## config.mk

```make
export PLATFORM = sky130hd
export DESIGN_NAME = piso_unloader8
export DESIGN_NICKNAME = d
export VERILOG_FILES = /design/src/rtl/piso_unloader8_pkg.sv /design/src/rtl/piso_unloader8_bit_counter.sv /design/src/rtl/piso_unloader8.sv
export SDC_FILE = /design/constraint.sdc
export NUM_CORES = 1
export LEC_CHECK = 0
export CAP_MARGIN = 25
export CORE_MARGIN = 3
export CORE_UTILIZATION = 47
export DETAILED_ROUTE_END_ITERATION = 8
export GPL_TIMING_DRIVEN = 0
export PLACE_DENSITY = 0.78
export SLEW_MARGIN = 20
export SYNTH_ARGS = -nofsm -noshare
export SYNTH_HDL_FRONTEND = slang
export SYNTH_SLANG_ARGS = --single-unit
```

## constraint.sdc

```tcl
create_clock -name clk -period 1.7 [get_ports clk]
set_input_delay 0.51 -clock clk [delete_from_list [all_inputs] [get_ports clk]]
set_output_delay 0.51 -clock clk [all_outputs]
set_load 0.03 [all_outputs]
```

## src/rtl/piso_unloader8_pkg.sv

```systemverilog
// Shared definitions for the parallel-in/serial-out unloader and its companion receiver.
// Holds the FSM state encodings and the valid/ready handshake-beat macro.
`ifndef PIU_HS_BEAT
`define PIU_HS_BEAT(v, r) ((v) & (r))
`endif

package piso_unloader8_pkg;

  typedef enum logic {
    ST_IDLE  = 1'b0,
    ST_SHIFT = 1'b1
  } state_t;

  // Bits needed to index WIDTH beats; never less than one bit.
  function automatic int cnt_width(input int width);
    return (width > 2) ? $clog2(width) : 1;
  endfunction

endpackage

```

## src/rtl/piso_unloader8_bit_counter.sv

```systemverilog
// Beat counter for the unloader: sync clear, count enable and terminal-count flag.
// The terminal count marks the final bit of the word being shifted out.
module piso_unloader8_bit_counter #(
  parameter int CNT_W    = 3,
  parameter int TERMINAL = 7
) (
  input  logic clk,
  input  logic rst,
  input  logic clr,
  input  logic en,
  output logic tc
);

  logic [CNT_W-1:0] r_count;

  always_ff @(posedge clk) begin
    if (rst || clr) begin
      r_count <= '0;
    end else if (en) begin
      r_count <= r_count + CNT_W'(1);
    end
  end

  assign tc = (r_count == CNT_W'(TERMINAL));

endmodule

```

## src/rtl/piso_unloader8.sv

```systemverilog
// Parallel-in/serial-out unloader: takes a WIDTH-bit word on a valid/ready load port
// and emits it one bit per accepted beat, with zero-bubble reload on the last beat.
module piso_unloader8
  import piso_unloader8_pkg::*;
#(
  parameter int WIDTH     = 8,
  parameter int LSB_FIRST = 1
) (
  input  logic             clk,
  input  logic             rst,
  input  logic             load_valid,
  output logic             load_ready,
  input  logic [WIDTH-1:0] d,
  output logic             sout,
  output logic             sout_valid,
  input  logic             sout_ready,
  output logic             sout_last
);

  localparam int CNT_W = cnt_width(WIDTH);

  state_t           r_state;
  state_t           w_state_nxt;
  logic [WIDTH-1:0] r_sreg;
  logic [WIDTH-1:0] w_sreg_shifted;
  logic             w_out_bit;
  logic             w_tc;
  logic             w_load;
  logic             w_beat;

  generate
    if (LSB_FIRST != 0) begin : g_lsb
      assign w_out_bit      = r_sreg[0];
      assign w_sreg_shifted = {1'b0, r_sreg[WIDTH-1:1]};
    end else begin : g_msb
      assign w_out_bit      = r_sreg[WIDTH-1];
      assign w_sreg_shifted = {r_sreg[WIDTH-2:0], 1'b0};
    end
  endgenerate

  assign w_load = load_valid & load_ready;
  assign w_beat = `PIU_HS_BEAT(sout_valid, sout_ready);

  // Counter restarts on every capture and after the final beat, so it stays below WIDTH.
  piso_unloader8_bit_counter #(
    .CNT_W    (CNT_W),
    .TERMINAL (WIDTH - 1)
  ) u_bit_counter (
    .clk (clk),
    .rst (rst),
    .clr (w_load | (w_beat & w_tc)),
    .en  (w_beat),
    .tc  (w_tc)
  );

  always_ff @(posedge clk) begin
    if (rst) begin
      r_state <= ST_IDLE;
      r_sreg  <= '0;
    end else begin
      r_state <= w_state_nxt;
      if (w_load) begin
        r_sreg <= d;
      end else if (w_beat) begin
        r_sreg <= w_sreg_shifted;
      end
    end
  end

  always_comb begin
    w_state_nxt = r_state;
    load_ready  = 1'b0;
    sout_valid  = 1'b0;
    sout        = 1'b0;
    sout_last   = 1'b0;
    case (r_state)
      ST_IDLE: begin
        load_ready = 1'b1;
        if (load_valid) w_state_nxt = ST_SHIFT;
      end
      ST_SHIFT: begin
        sout_valid = 1'b1;
        sout       = w_out_bit;
        sout_last  = w_tc;
        // Last-beat acceptance opens the load port in the same cycle for back-to-back words.
        load_ready = w_tc & sout_ready;
        if (w_tc && sout_ready && !load_valid) w_state_nxt = ST_IDLE;
      end
      default: w_state_nxt = ST_IDLE;
    endcase
  end

endmodule

```

==> metrics.txt <==
status=complete, but fails checks; failing checks=negative setup slack; # Max-Cap Violations=0; worst skew pair latency=approximately 0.28 ns; min Tclk post-route=1.79 ns; Tcrit/Tclk final=105%; share of flip-flops with an asynchronous set or reset=0%; Syn. warnings=0; worst setup path category=reg2out; commonest register cell after synthesis=dfxtp_1; Critical Path Most Common Cell=ha_4; Total GRT Usage=between 20 and 25%; Lkg Pwr=0.434 nW; peak fanout along the critical path=3; Post-synth EDFFs=0; Post-Synthesis Cells=75; DRT iter0 DRCs=9; CTS Buf Count=3; io pins=16; pins over their slew limit=0; startpoint types=flop; Top Layer Used=met4; core area=between 1000 and 1500 um^2; Rows=13; Vias/cell=approximately 5.5; final net count=112; mean routed wirelength per cell=approximately 15 um; unrepaired setup endpoints after global routing=yes; Die Y=around 45 um; pwr/cell area=687 nW/um^2; Met3 Wirelength=around 70 um; Slew @ Worst Pin=about 0.65 ns; # DRC=0; P&R area growth vs syn=36.7%; 1st-pass router iterations=4; final non-filler cell total=~110; Worst-path clk slew=0.07 ns; # diodes=0; CP Data Arrival Time=around 1.3 ns; Slew headroom=between 50 and 60%; max incr delay on CP=~0.34 ns; vias in the first global route=between 500 and 600; layout cell share with drive strength beyond 1=between 20% and 30%; largest net degree at the start of global routing=11; Layout Skew=0.000899 ns; average size of a mapped cell=9.36 um^2; synthesized area=between 700 and 800 um^2; # hold bufs at CTS=0; Max IR drop VDD=~0.00043 V; #FFs+latches synth=12; TritonCTS clock tree=built; crit-path leading delay family=flip-flops; initial antenna violation count=0; crit-path cells=ha_4 -> ha_4 -> a21bo_4 -> buf_6; GPL Wtd Cong=0.746; die width=between 40 and 50 um; hold crit path type=reg2reg; worst path bufs/invs=1; first-pass GRT wire length=between 2000 and 3000 um; Final Core Density=between 70% and 80%; total vias in the final route=roughly 610; M1 WL=755 um; Mapped Nets=~90; total wire length=about 1700 um; Placed Cells=~100; hpwl dp=1100 um; final hold violations=0; Req. time, crit path=~1.2 ns; final worst slack=-0.0928 ns; # setup viols final=2; Clock Sinks=12; CTS Root Cell=clkbuf_4; Worst path slowest cell=dfxtp_2; register area share after synthesis=approximately a third; maximum clock rate=558 MHz; Max Root-Sink Buffers=2; Initial Util=52.0%; Yosys cell types=21; post-route ant nets=0; total die area=1990 um^2; number of port buffers=14; GRT Residual Overflow=0; Placement Setup Slack=-0.682 ns; H-Tree Depth=1; DR WL met2=807 um; CP endpoint kind=primary output
==> where the power goes <==
part | leakage [nW] | switching [mW] | internal [mW]
clock | 0.0138 | 0.101 | 0.0823
sequential | 0.100 | 0.0121 | 0.301
combinational | 0.320 | 0.0809 | 0.0829
total | 0.434 | 0.194 | 0.466
==> worst reg2reg max path, cell delays in order (launching register included) <==
cell and delay, ns:
dfxtp_2 0.34, ha_4 0.16, ha_4 0.16, buf_4 0.14, nand2_4 0.13, mux2i_1 0.13
a2111oi_2 0.41
==> cells in the mapped netlist, types with 2 or more instances <==
library cell / number / area (um^2)
nand3_1: 5 / 25.0
or2b_1: 4 / 30.0
nand2_1: 3 / 11.3
a2111oi_2: 7 / 105
ha_1: 2 / 25.0
nand2b_1: 4 / 25.0
and2_1: 2 / 12.5
nor2_1: 15 / 56.3
mux2i_1: 7 / 70.1
dfxtp_1: 12 / 240
a21oi_1: 4 / 20.0
==> registers in the layout (all words and copies together), names as in the netlist <==
name	flops
r_sreg	8
u_bit_counter.r_count	3
r_state	1
==> timing repair <==
item | 4_1_cts | 5_1_grt
resized for setup | 32 | 2
pin swaps | 1 | 0
endpoints found under the setup margin | 4 | 4
buffers inserted | 3 | 1
==> through the flow <==
step | total power, mW | hold WS [ns] | cell area, um^2 | TNS [ns]
finish | 0.660 | 0.474 | 960 | -0.133
floorplan | 0.416 | 0.440 | 702 | 0
global route | 0.697 | 0.497 | 960 | -0.210
detailed placement | 0.471 | 0.457 | 861 | -2.89
global placement | 0.466 | 0.449 | 861 | -2.61
CTS | 0.656 | 0.465 | 947 | -0.127
==> path summary, 6_finish.rpt <==
check / startpoint / to / slack (ns) / depth (start not counted)
max reg2reg: u_bit_counter.r_count[0] / r_sreg[5] / 0.12 / 6
min reg2reg: r_sreg[7] / r_sreg[7] / 0.47 / 2
min: r_sreg[7] / r_sreg[7] / 0.47 / 2
max: u_bit_counter.r_count[0] / load_ready / -0.09 / 4
==> logic make-up after synthesis <==
kind of cell / Yosys count / synth area share, %
and+or+nand+nor: 35 / 25.5
AOI/OAI and AO/OA: 12 / 19.3
DFF: 12 / 34.2
muxes: 8 / 12.1
buffers and inverters: 5 / 4.10
adders and majority gates: 2 / 3.56
xor gates and xnor gates: 1 / 1.25
==> cell usage in the layout, fill, tap and decap left out <==
| master | count |
|---|---|
| nor2_1 | 15 |
| dfxtp_1 | 9 |
| clkdlybuf4s50_1 | 8 |
| mux2i_1 | 7 |
| a2111oi_2 | 7 |
| nand3_1 | 5 |
| nand2b_1 | 4 |
| or2b_1 | 4 |
| a21oi_1 | 4 |
| clkbuf_4 | 4 |
| buf_4 | 4 |
| buf_6 | 3 |
| nand2_1 | 3 |
| and2_1 | 2 |
| ha_4 | 2 |
| dlygate4sd2_1 | 2 |
| dfxtp_2 | 2 |
| clkbuf_8 | 1 |
| a21bo_4 | 1 |
| buf_2 | 1 |
| nand2_4 | 1 |
| mux2_4 | 1 |
| clkbuf_1 | 1 |
| nand3b_1 | 1 |
| xor2_1 | 1 |
| inv_1 | 1 |
| dlymetal6s2s_1 | 1 |
| dfxtp_4 | 1 |
==> final cells by class <==
cell class                 instances  area (um^2)
inverter                           1         3.75
clock buffer                       3         22.5
timing repair buffer              18          170
tap                               15         18.8
fill                             114          390
buffer                             4         33.8
sequential                        12          246
multi-input combinational         58          464
==> routing by layer <==
layer / GRT usage (%) / up-vias
met5: 0 / -
met4: 12.7 / 0
met3: 4.47 / 4
met2: 30.9 / 15
met1: 26.2 / 280
li1: - / 307
Note: power is estimated with default switching activity, not from simulation.
